==> src/rtl/core_controller_pkg.sv <==
// Shared configuration for the core controller: FSM states, trap causes,
// opcode constants and the legal-opcode check used in DECODE.
package pkg_config;

    localparam int OPCODE_W            = 7;
    localparam int MEM_TIMEOUT_DEFAULT = 255;

    localparam logic [OPCODE_W-1:0] OP_LUI    = 7'b0110111;
    localparam logic [OPCODE_W-1:0] OP_AUIPC  = 7'b0010111;
    localparam logic [OPCODE_W-1:0] OP_JAL    = 7'b1101111;
    localparam logic [OPCODE_W-1:0] OP_JALR   = 7'b1100111;
    localparam logic [OPCODE_W-1:0] OP_BRANCH = 7'b1100011;
    localparam logic [OPCODE_W-1:0] OP_LOAD   = 7'b0000011;
    localparam logic [OPCODE_W-1:0] OP_STORE  = 7'b0100011;
    localparam logic [OPCODE_W-1:0] OP_ALU    = 7'b0110011;
    localparam logic [OPCODE_W-1:0] OP_ALUI   = 7'b0010011;

    // FETCH is encoded as zero so state_o reads 0 straight out of reset.
    typedef enum logic [2:0] {
        FETCH  = 3'd0,
        DECODE = 3'd1,
        EXEC   = 3'd2,
        MEM    = 3'd3,
        WB     = 3'd4,
        TRAP   = 3'd5
    } ctrl_state_t;

    typedef enum logic [1:0] {
        CAUSE_NONE    = 2'b00,
        CAUSE_ILLEGAL = 2'b01,
        CAUSE_IMEM    = 2'b10,
        CAUSE_DMEM    = 2'b11
    } trap_cause_t;

    function automatic logic is_legal_opcode(input logic [OPCODE_W-1:0] op);
        logic legal;
        case (op)
            OP_LUI, OP_AUIPC, OP_JAL, OP_JALR, OP_BRANCH,
            OP_LOAD, OP_STORE, OP_ALU, OP_ALUI: legal = 1'b1;
            default:                            legal = 1'b0;
        endcase
        return legal;
    endfunction

endpackage

==> src/rtl/core_controller_wait_timer.sv <==
// Memory wait counter: counts unacknowledged cycles and flags the cycle in
// which one more miss would reach the configured timeout.
module wait_timer #(
    parameter int TIMEOUT = 255
) (
    input  logic clk,
    input  logic rst,
    input  logic clear,
    input  logic enable,
    output logic expired
);

    localparam int CW = $clog2(TIMEOUT + 1);

    logic [CW-1:0] count;

    always_ff @(posedge clk) begin
        if (rst || clear) begin
            count <= '0;
        end else if (enable && !expired) begin
            count <= count + CW'(1);
        end
    end

    // Expired during the TIMEOUT-th wait cycle, so an ack in that same cycle still wins.
    assign expired = (count >= CW'(TIMEOUT - 1));

endmodule

==> src/rtl/core_controller.sv <==
// Multi-cycle core sequencer: FETCH/DECODE/EXEC/MEM/WB with memory timeouts,
// illegal-opcode trapping and a retired-instruction counter.
module core_controller
    import pkg_config::*;
#(
    parameter int MEM_TIMEOUT = MEM_TIMEOUT_DEFAULT,
    parameter int INSTRET_W   = 32
) (
    input  logic                 clk_i,
    input  logic                 rst_i,
    output logic                 imem_req_o,
    input  logic                 imem_ack_i,
    output logic                 ir_we_o,
    input  logic [OPCODE_W-1:0]  opcode_i,
    input  logic                 reg_write_i,
    input  logic                 mem_write_i,
    input  logic                 branch_i,
    input  logic                 branch_taken_i,
    output logic                 dmem_req_o,
    output logic                 dmem_we_o,
    input  logic                 dmem_ack_i,
    output logic                 rf_we_o,
    output logic                 pc_we_o,
    output logic                 pc_src_o,
    output logic                 trap_o,
    output logic [1:0]           trap_cause_o,
    output logic [2:0]           state_o,
    output logic [INSTRET_W-1:0] instret_o
);

    ctrl_state_t          state, state_next;
    trap_cause_t          trap_cause, cause_next;
    logic [INSTRET_W-1:0] instret;
    logic                 timer_clear, timer_enable, timer_expired;

    // The timer is held clear outside FETCH/MEM, so it starts from zero on every entry.
    assign timer_clear  = !((state == FETCH) || (state == MEM));
    assign timer_enable = ((state == FETCH) && !imem_ack_i) ||
                          ((state == MEM)   && !dmem_ack_i);

    wait_timer #(
        .TIMEOUT (MEM_TIMEOUT)
    ) u_wait_timer (
        .clk     (clk_i),
        .rst     (rst_i),
        .clear   (timer_clear),
        .enable  (timer_enable),
        .expired (timer_expired)
    );

    always_ff @(posedge clk_i) begin
        if (rst_i) begin
            state      <= FETCH;
            trap_cause <= CAUSE_NONE;
            instret    <= '0;
        end else begin
            state      <= state_next;
            trap_cause <= cause_next;
            if (state == WB) begin
                instret <= instret + INSTRET_W'(1);
            end
        end
    end

    always_comb begin
        state_next = state;
        cause_next = trap_cause;
        case (state)
            FETCH: begin
                if (imem_ack_i) begin
                    state_next = DECODE;
                end else if (timer_expired) begin
                    state_next = TRAP;
                    cause_next = CAUSE_IMEM;
                end
            end
            DECODE: begin
                if (!is_legal_opcode(opcode_i)) begin
                    state_next = TRAP;
                    cause_next = CAUSE_ILLEGAL;
                end else begin
                    state_next = EXEC;
                end
            end
            EXEC: begin
                if ((opcode_i == OP_LOAD) || (opcode_i == OP_STORE)) begin
                    state_next = MEM;
                end else begin
                    state_next = WB;
                end
            end
            MEM: begin
                if (dmem_ack_i) begin
                    state_next = WB;
                end else if (timer_expired) begin
                    state_next = TRAP;
                    cause_next = CAUSE_DMEM;
                end
            end
            WB:      state_next = FETCH;
            TRAP:    state_next = TRAP;
            default: state_next = FETCH;
        endcase
    end

    // Everything is forced low while reset is held, regardless of state.
    always_comb begin
        imem_req_o   = 1'b0;
        ir_we_o      = 1'b0;
        dmem_req_o   = 1'b0;
        dmem_we_o    = 1'b0;
        rf_we_o      = 1'b0;
        pc_we_o      = 1'b0;
        pc_src_o     = 1'b0;
        trap_o       = 1'b0;
        trap_cause_o = 2'b00;
        state_o      = 3'd0;
        if (!rst_i) begin
            state_o      = state;
            trap_cause_o = trap_cause;
            case (state)
                FETCH: begin
                    imem_req_o = 1'b1;
                    ir_we_o    = imem_ack_i;
                end
                MEM: begin
                    dmem_req_o = 1'b1;
                    dmem_we_o  = mem_write_i;
                end
                WB: begin
                    rf_we_o  = reg_write_i;
                    pc_we_o  = 1'b1;
                    pc_src_o = branch_i & branch_taken_i;
                end
                TRAP:    trap_o = 1'b1;
                default: ;
            endcase
        end
    end

    assign instret_o = instret;

endmodule
==> config.mk <==
export PLATFORM = sky130hd
export DESIGN_NAME = core_controller
export DESIGN_NICKNAME = d
export VERILOG_FILES = /design/src/rtl/core_controller_pkg.sv /design/src/rtl/core_controller_wait_timer.sv /design/src/rtl/core_controller.sv
export SDC_FILE = /design/constraint.sdc
export NUM_CORES = 1
export LEC_CHECK = 0
export CORE_ASPECT_RATIO = 0.5
export CORE_UTILIZATION = 49
export CTS_CLUSTER_SIZE = 20
export DETAILED_ROUTE_END_ITERATION = 10
export GPL_ROUTABILITY_DRIVEN = 0
export PLACE_DENSITY = 0.8
export SETUP_SLACK_MARGIN = 0.15
export SYNTH_ARGS = -nofsm -noshare
export SYNTH_HDL_FRONTEND = slang
export SYNTH_SLANG_ARGS = --single-unit
==> constraint.sdc <==
create_clock -name clk_i -period 2.8 [get_ports clk_i]
set_input_delay 0.56 -clock clk_i [delete_from_list [all_inputs] [get_ports clk_i]]
set_output_delay 0.56 -clock clk_i [all_outputs]
set_load 0.02 [all_outputs]
==> results of run 1 <==
## worst max path at each step
stage,cells after the start,slack [ps],from,end
after global placement,4,80,rst_i,imem_req_o
final,3,240,state[0],dmem_we_o
after global routing,3,150,state[0],dmem_we_o
after floorplan,4,360,state[2],pc_src_o
after detailed placement,4,50,rst_i,imem_req_o
after CTS,4,70,rst_i,pc_src_o
## sequential cells by signal, summed over array words and instances (netlist names)
name,count
instret_o,32
state,3
u_wait_timer.count,8
trap_cause,2
## layout make-up
| type | count | area [um2] |
|---|---|---|
| clock buffers | 5 | 68.82 |
| clock inverters | 3 | 43.79 |
| fillers | 377 | 1364 |
| inverters | 13 | 48.80 |
| multi-input cells | 218 | 1400 |
| flip-flops and latches | 45 | 902.1 |
| well taps | 66 | 82.58 |
| repair buffers | 66 | 641.9 |
## stage by stage
stage | power [mW] | cell area (um2) | hold slack [ps] | setup slack, ps | util [%]
after floorplan | 0.7442 | 2414 | 441.9 | 358.5 | -
after global placement | 0.7991 | 3058 | 458.1 | 84.01 | 67.18
after detailed placement | 0.8030 | 3058 | 475.0 | 50.75 | 67.18
after CTS | 1.307 | 3164 | 490.9 | 70.74 | 69.52
after global routing | 1.346 | 3188 | 516.2 | 145.7 | 70.04
final | 1.303 | 3188 | 498.5 | 240.2 | 70.04
## cells by family after synthesis
family,count (synthesis)
fa+ha+maj,3
simple gates,124
xor+xnor,7
compound gates,81
flops,45
mux,3
buf+inv,32
## metal layers
layer  GRT usage, %  vias to the layer above
li1               -                     1226
met1          28.09                     1174
met2          42.29                       42
met3          5.376                        7
met4          9.179                        0
met5              0                        -
## worst reg2reg max path, delay by kind of cell, from the launching register on
kind / cells / cell delay, ps
and+or+nand+nor: 3 / 1730
DFF: 1 / 440
AOI/OAI and AO/OA: 1 / 160
## cell usage after synthesis, drive strengths merged (6+ instances only)
cell / number / area (um2)
or3: 6 / 37.54
clkbuf: 15 / 56.30
or4: 26 / 198.9
o21ai: 7 / 35.03
dfxtp: 45 / 900.9
o31ai: 23 / 172.7
and3: 7 / 43.79
inv: 13 / 48.80
nand2: 19 / 71.32
nor2b: 9 / 56.30
nor2: 14 / 52.55
a21oi: 34 / 170.2
nand3: 14 / 70.07
## where the power goes
group	leakage, nW	internal (mW)	switching [mW]
Sequential	0.364	0.647	0.0148
Clock	0.0585	0.268	0.245
Combinational	0.635	0.0575	0.0706
==> summary.txt, run 1 <==
Flops & latches, synth - 45
Area delta synth->final - 32.09%
Maxcap violations - 0
Critical Path Sink Type - output pin
R2r endpoint - instret_o[25]
Cell Area, Synth - 2414 um2
CTS sink cnt - 45
Number of synthesized flops with an enable pin - 0
Ant diodes - 0
# hold bufs at CTS - 0
Initial Util - 53.02%
Reg-to-Reg Start - instret_o[11]
Post-CTS setup buffer count - 0
Slowest cell on the critical path - dfxtp_1
DRC viols - 0
XOR/XNOR Fraction of Synth Area - 2.540%
Synth Area per Inst - 8.182 um2
Synth Flop Type - dfxtp_1
Clk_lat worst skew - 310 ps
Largest net degree at the start of global routing - 27
First-pass GRT wire length - 9722 um
Max-slew headroom - 52.07%
Largest family of logic cells by synthesized area - simple AND/OR/NAND/NOR gates
# nets final - 367
RSZ-0062 raised after global routing - yes
Top sig layer - met4
Syn Inst Count - 295
Initial antenna violation count - 0
Share of synthesized area spent on multiplexers - 1.400%
CTS Buffer Depth - 2
Vias/cell - 5.887
Hpwl dp - 4131 um
Worst min-delay path class - flop to flop
Synth async-reset ratio - 0%
DR vias - 2449
Fin. Hold Viols - 0
Max VDD drop - 240.2 uV
Leading cell type in the layout, fill and taps excluded - clkdlybuf4s50_1
Clock slew at reported path FFs - 90 ps
I/O Buffers - 59
Critical path class - flop to output pin
Worst path buffer plus inverter count - 1
Share of cells above drive strength 1 - 7.143%
M1 wire length - 2747 um
Die Y-Extent - 51.63 um
HP Start - instret_o[29]
WL met2 - 2876 um
Total gr overflow - 0
Top Family by Delay on Critical Path - flip-flops
Crit path arrival time - 2000 ps
Setup Total Neg Slack - 0 ps
Synth warnings - 0
Hold depth - 2
Post-CTS Resized - 5
PD cells - 408.7 nW/um2
Clk root buf - clkbuf_8
Non-Filler Instances - 416
Clock skew - 8.374 ps
Vias in the first global route - 2208
Initial DRC count - 74
Core area - 4552 um2
CP Data Required Time - 2240 ps
Final Cycle Share - 91.42%
CTS tree - built
Cell breakdown of the critical path - nor2b_2 -> and3_1 -> clkdlybuf4s50_1
Routed WL - 5892 um
Syn_nets - 313
Drt pass-1 iters - 4
Leakage power - 1.058 nW
Sequential share of the synthesized area - 37.33%
Min-Delay Endpoint - instret_o[29]
CP max FO - 13
Gr usage total - 23.67%
Crit start category - flop
Status - finished clean
Commonest cells after routing, fill and taps aside - 52 x clkdlybuf4s50_1, 44 x dfxtp_1, 34 x a21oi_1, 25 x or4_1, 23 x o31ai_1
Synth Area in Simple Gates - 30.64%
Least-Margin Pin Slew - 719.0 ps
# rows - 17
Chip width - 101.3 um
Synth Area in Compound Gates - 21.15%
# H-tree levels - 2
IO Pins - 60
Num CTS Buffers - 5
Slew Viols, Final - 0
DIE AREA - 5227 um2
Routed Antenna Nets - 0
DR WL/cell - 14.16 um
Reg-to-reg setup timing slack - 410 ps
Dpl cells - 408
Tmin final - 2560 ps
Max frequency - 0.3907 GHz
Adder-cell share of the synthesized area - 1.555%
Reg2Reg Depth - 4
Metal3 WL - 204 um
Synth cell types - 47
Critical Path Max Stage Delay - 620 ps
Setup violators final - 0
Power figures use the tool's default switching activity.
==> run 2: changes to the inputs <==
- GPL_TIMING_DRIVEN: default -> 1
==> results of run 2 <==
Final layout, timing and power as in run 1 (identical DEF).
==> run 3: changes to the inputs <==
- HOLD_SLACK_MARGIN: default -> 0.1
==> results of run 3 <==
Final layout, timing and power as in run 1 (identical DEF).
